`config.mk`:
```
export PLATFORM = sky130hd
export DESIGN_NAME = iob_split_pipe
export DESIGN_NICKNAME = d
export VERILOG_FILES = /design/src/rtl/iob_split_pipe.sv
export SDC_FILE = /design/constraint.sdc
export NUM_CORES = 1
export LEC_CHECK = 0
export CORE_UTILIZATION = 41
export DETAILED_ROUTE_END_ITERATION = 7
export PLACE_DENSITY_LB_ADDON = 0.3
export SLEW_MARGIN = 25
export SYNTH_ARGS = -nofsm -noshare
export SYNTH_HDL_FRONTEND = slang
export SYNTH_SLANG_ARGS = --single-unit
```
`constraint.sdc`:
```
create_clock -name clk -period 3 [get_ports clk]
set_input_delay 0.6 -clock clk [delete_from_list [all_inputs] [get_ports clk]]
set_output_delay 0.6 -clock clk [all_outputs]
set_load 0.1 [all_outputs]
```
`src/rtl/iob_split_pipe.sv`:
```
// iob_split_pipe: routes one master request at a time to one of N_SLAVES
// slave ports selected by a field in the address. The selected slave gets a
// one-hot valid. The response is returned with a one-cycle m_ready pulse.
// Unmapped selects and slaves that stay silent too long return ERR_DATA
// with m_err set.
//
// Handshake: the master holds m_valid and its payload stable until it sees
// m_ready. m_ready is a single-cycle pulse, and m_err/m_rdata are
// meaningful in that cycle. A slave holds off by keeping s_ready low while
// its s_valid bit is high. Only s_ready of the selected slave, sampled while
// the request is outstanding, completes the transfer.
module iob_split_pipe #(
  parameter int N_SLAVES = 3,
  parameter int ADDR_W   = 32,
  parameter int DATA_W   = 32,
  parameter int P_SLAVES = ADDR_W - 2,
  parameter int TIMEOUT  = 255,
  parameter logic [DATA_W-1:0] ERR_DATA = DATA_W'(32'hDEADBEEF)
) (
  input  logic                       clk,
  input  logic                       rst,
  input  logic                       m_valid,
  input  logic [ADDR_W-1:0]          m_addr,
  input  logic [DATA_W-1:0]          m_wdata,
  input  logic [DATA_W/8-1:0]        m_wstrb,
  output logic [DATA_W-1:0]          m_rdata,
  output logic                       m_ready,
  output logic                       m_err,
  output logic [N_SLAVES-1:0]        s_valid,
  output logic [ADDR_W-1:0]          s_addr,
  output logic [DATA_W-1:0]          s_wdata,
  output logic [DATA_W/8-1:0]        s_wstrb,
  input  logic [N_SLAVES*DATA_W-1:0] s_rdata,
  input  logic [N_SLAVES-1:0]        s_ready,
  output logic                       busy,
  output logic [1:0]                 dbg_state
);

  localparam int SEL_W  = (N_SLAVES > 1) ? $clog2(N_SLAVES) : 1;
  localparam int CNT_W  = (TIMEOUT > 0) ? $clog2(TIMEOUT + 1) : 1;
  localparam int STRB_W = DATA_W / 8;

  typedef enum logic [1:0] {
    ST_IDLE = 2'd0,
    ST_REQ  = 2'd1,
    ST_RESP = 2'd2
  } state_t;

  state_t              state_q, state_d;
  logic [SEL_W-1:0]    sel_q, sel_d;
  logic [ADDR_W-1:0]   addr_q, addr_d;
  logic [DATA_W-1:0]   wdata_q, wdata_d;
  logic [STRB_W-1:0]   wstrb_q, wstrb_d;
  logic [CNT_W-1:0]    cnt_q, cnt_d;
  logic [DATA_W-1:0]   rdata_q, rdata_d;
  logic                err_q, err_d;

  logic [SEL_W-1:0]    sel_in;
  logic                sel_mapped;
  logic                rdy_sel;
  logic [DATA_W-1:0]   rdata_sel;

  // The select field ends one bit above P_SLAVES, so with the default
  // P_SLAVES = ADDR_W-2 a 2-bit select is the two top address bits
  // (0x4000_0000 -> slave 1, 0xC000_0000 -> select 3).
  assign sel_in     = m_addr[P_SLAVES+1 -: SEL_W];
  assign sel_mapped = (int'(sel_in) < N_SLAVES);
  assign rdy_sel    = s_ready[sel_q];
  assign rdata_sel  = s_rdata[sel_q*DATA_W +: DATA_W];

  // State and datapath registers; reset clears everything visible.
  always_ff @(posedge clk) begin
    if (rst) begin
      state_q <= ST_IDLE;
      sel_q   <= '0;
      addr_q  <= '0;
      wdata_q <= '0;
      wstrb_q <= '0;
      cnt_q   <= '0;
      rdata_q <= '0;
      err_q   <= 1'b0;
    end else begin
      state_q <= state_d;
      sel_q   <= sel_d;
      addr_q  <= addr_d;
      wdata_q <= wdata_d;
      wstrb_q <= wstrb_d;
      cnt_q   <= cnt_d;
      rdata_q <= rdata_d;
      err_q   <= err_d;
    end
  end

  // Next-state logic: accept in IDLE, wait for slave or timeout in REQ,
  // pulse the response in RESP.
  always_comb begin
    state_d = state_q;
    sel_d   = sel_q;
    addr_d  = addr_q;
    wdata_d = wdata_q;
    wstrb_d = wstrb_q;
    cnt_d   = cnt_q;
    rdata_d = rdata_q;
    err_d   = err_q;
    case (state_q)
      ST_IDLE: begin
        if (m_valid) begin
          sel_d   = sel_in;
          addr_d  = m_addr;
          wdata_d = m_wdata;
          wstrb_d = m_wstrb;
          cnt_d   = '0;
          if (sel_mapped) begin
            state_d = ST_REQ;
          end else begin
            rdata_d = ERR_DATA;
            err_d   = 1'b1;
            state_d = ST_RESP;
          end
        end
      end
      ST_REQ: begin
        // A ready in the same cycle as the timeout still counts as success.
        if (rdy_sel) begin
          rdata_d = rdata_sel;
          err_d   = 1'b0;
          state_d = ST_RESP;
        end else if ((TIMEOUT > 0) && (cnt_q == CNT_W'(TIMEOUT - 1))) begin
          rdata_d = ERR_DATA;
          err_d   = 1'b1;
          state_d = ST_RESP;
        end else if (cnt_q != '1) begin
          cnt_d = cnt_q + 1'b1;
        end
      end
      ST_RESP: begin
        state_d = ST_IDLE;
      end
      default: begin
        state_d = ST_IDLE;
      end
    endcase
  end

  assign s_valid   = (state_q == ST_REQ) ? (N_SLAVES'(1) << sel_q) : '0;
  assign s_addr    = addr_q;
  assign s_wdata   = wdata_q;
  assign s_wstrb   = wstrb_q;
  assign m_ready   = (state_q == ST_RESP);
  assign m_rdata   = rdata_q;
  assign m_err     = err_q;
  assign busy      = (state_q != ST_IDLE);
  assign dbg_state = state_q;

endmodule
```
==> results.py <==
metrics = {
    "hold_path": {
        "holdPathStages": 2,
        "min-delay-start": "s_wstrb[2]$_SDFFE_PP0P_",
        "hold_path.class": "register to register",
        "hold_end": "s_wstrb[2]$_SDFFE_PP0P_",
    },
    "route": {
        "drt-wirelength-per-cell_um": 15.8,
        "met2_length_um": 8060,
        "via_count": 5188,
        "avgViaCountPerCell": 5.20,
        "wl_met3_um": 1450,
        "first_iter_violations": 346,
        "drc": 20,
        "drtAntennaViolNets": 0,
        "drt-met1-wl_um": 5910,
        "dr.pass1.iters": 7,
        "drt_wl_total_um": 15800,
        "top_layer_used": "met4",
    },
    "sta": {
        "fin_crit_ps": 2450,
        "setup_ws_ps": 547,
        "worst_clock_skew_ps": 10.8,
        "max_freq_mhz": 408,
        "rsz0062_at_grt": "false",
        "relSlewSlack_pct": 40.9,
        "finalCritPeriodShare_pct": 81.8,
        "tns_ps": 0,
        "maxSlewViolCount": 0,
        "setup_viol_count_final": 0,
        "hold_viol": 0,
        "worst_pin_slew_ps": 887,
    },
    "worst_setup_path": {
        "timing.critical_path.cells": "nor2b_1 -> and2_1 -> buf_12",
        "path_buf_inv": 1,
        "regToRegStartpoint": "s_addr[31]$_SDFFE_PP0P_",
        "cp.arrival_ps": 1850,
        "endpoint_kind": "output port",
        "crit_family": "simple AND/OR/NAND/NOR gates",
        "rr_endpoint": "m_rdata[14]$_SDFFE_PP0P_",
        "crit_slowest_cell": "nor2b_1",
        "ff2ff_path_depth": 7,
        "startpoint_type": "register",
        "path_class": "register to output port",
        "required_ps": 2400,
        "rrSetupSlack_ps": 810,
        "startpoint": "dbg_state[0]$_SDFFE_PP0P_",
        "crit_fanout": 8,
        "slowest_delay_ps": 570,
    },
    "clock_network": {
        "clock_sinks": 111,
        "clk_latency_ps": 350,
        "cts_root_buf": "clkbuf_16",
        "hold_buffers": 0,
        "postCtsSetupBuffers": 0,
        "htreeDepth": 3,
        "clockBufferDepth": 2,
        "cts_tree": "yes",
        "cts_resized": 0,
        "clk_pin_slew_ps": 70,
        "cts_buffers": 9,
    },
    "floorplanning": {
        "die_x_um": 112,
        "die_y_um": 112,
        "ios": 278,
        "initial_core_util_pct": 42.7,
        "design.core.area_um2": 11600,
        "rows": 39,
        "die_area_um2": 12500,
    },
    "synthesis": {
        "yosys.area_share.simple_pct": 18.3,
        "synth_largest_area_cell": "dfxtp_1",
        "syn_nets": 770,
        "synth-compound-area-share_pct": 22.8,
        "synth_area_um2": 4960,
        "synth_top_area_share_pct": 44.8,
        "synth_top_family_by_area": "compound AO/OA/AOI/OAI gates",
        "ys_types": 43,
        "muxShareOfSynthArea_pct": 6.86,
        "syn_avg_cell_area_um2": 8.30,
        "ys_ff_latch": 111,
        "synthArstFlopShare_pct": 0,
        "synth_adder_area_share_pct": 0.504,
        "synthCells": 598,
        "synth_edf_count": 0,
        "synth_commonest_cells": "151 x nand2_1, 111 x dfxtp_1, 101 x a21oi_1",
        "synth_xor_area_share_pct": 0,
        "ys.flop_type": "dfxtp_1",
        "yosysWarnings": 0,
        "synth_area_leaders": "dfxtp_1 45%, nand2_1 11%, a21oi_1 10%",
        "yosys.cell_count.top_type": "nand2_1",
        "seq_area_frac_synth_pct": 44.8,
    },
    "placement": {
        "detailedPlacementHpwl_um": 11700,
        "place_ws_ps": 400,
        "place_congestion": 0.816,
        "placed_area_um2": 7650,
        "io_buffers": 277,
        "place_inst": 980,
    },
    "final_layout": {
        "drive_above_1_share_pct": 21.3,
        "antennaDiodeCount": 0,
        "stdcell_count": 997,
        "syn2layout_area_growth_pct": 61.3,
        "final_nets": 1021,
        "design_area_um2": 8000,
    },
    "power": {
        "peakVddDrop_mv": 0.400,
        "finalPower_w": 0.00544,
        "power_density_nw_per_um2": 680,
        "p_leak_nw": 3.18,
    },
    "run_status": {
        "status": "complete, but fails checks",
        "violations": "design-rule violations",
    },
    "global_route": {
        "grt_max_degree": 79,
        "grt_pass1_vias": 5158,
        "gr-total-overflow": 0,
        "antenna_found_initial": 0,
        "grt_first_pass_wirelength_um": 25200,
        "groute.usage.overall_pct": 25.0,
    },
    "flow_run": {
        "drv_cap": 0,
    },
}
[logic make-up after synthesis]
logic type,count (synthesis)
buffers and inverters,78
adders and majority gates,2
muxes,34
AOI/OAI and AO/OA,156
DFF,111
and+or+nand+nor,217
[worst reg2reg max path, cell delays in order (launching register included)]
cell	delay, ps
dfxtp_1	330
buf_4	280
nor2b_2	210
buf_4	230
a2bb2oi_2	140
a311o_2	410
buf_12	200
a32o_1	290
[where the power goes]
part / switching (W) / internal, W
registers: 0.000100 / 0.00163
logic: 0.00172 / 0.000681
clock network: 0.000564 / 0.000742
[flip-flops by register name (all words and copies together), names as in the netlist]
name,count
sel_q,1
s_wstrb,4
m_rdata,32
cnt_q,8
s_wdata,32
dbg_state,2
s_addr,31
m_err,1
[layer usage]
metal  up-vias  track usage [%]
met5         -                0
met4         0             9.87
met3        28             6.70
met2       239             46.3
met1      2362             27.0
li1       2559                -
[worst max path at each step]
stage	end	slack, ps	depth (start not counted)
floorplan	s_valid[2]	20	4
global placement	m_rdata[30]$_SDFFE_PP0P_	440	5
detailed placement	m_rdata[30]$_SDFFE_PP0P_	400	5
CTS	s_valid[2]	540	3
global route	s_valid[2]	370	3
finish	s_valid[2]	550	3
[cell type report]
cell class / count / area [µm²]
clock inverter: 7 / 103
tap: 143 / 179
clock buffer: 9 / 225
multi-input combinational: 409 / 2450
inverter: 28 / 105
timing repair buffer: 290 / 2720
fill: 932 / 3610
sequential: 111 / 2220
[metrics by stage]
| step | util, % | hold slack (ps) |
|---|---|---|
| finish | 68.9 | 456 |
| global route | 68.9 | 475 |
| CTS | 68.7 | 457 |
| detailed placement | 65.9 | 447 |
| global placement | 65.9 | 443 |
| floorplan | - | 464 |
[cell usage in the layout (no fill, tap or decap), types with 9 or more instances in the layout]
master	n
clkdlybuf4s50_1	168
nand2_1	151
buf_4	113
dfxtp_1	110
a21oi_1	101
mux2i_1	34
inv_1	28
nor2_1	28
a221oi_2	24
or2_2	9
clkbuf_16	9
(Power assumes the default switching activity.)
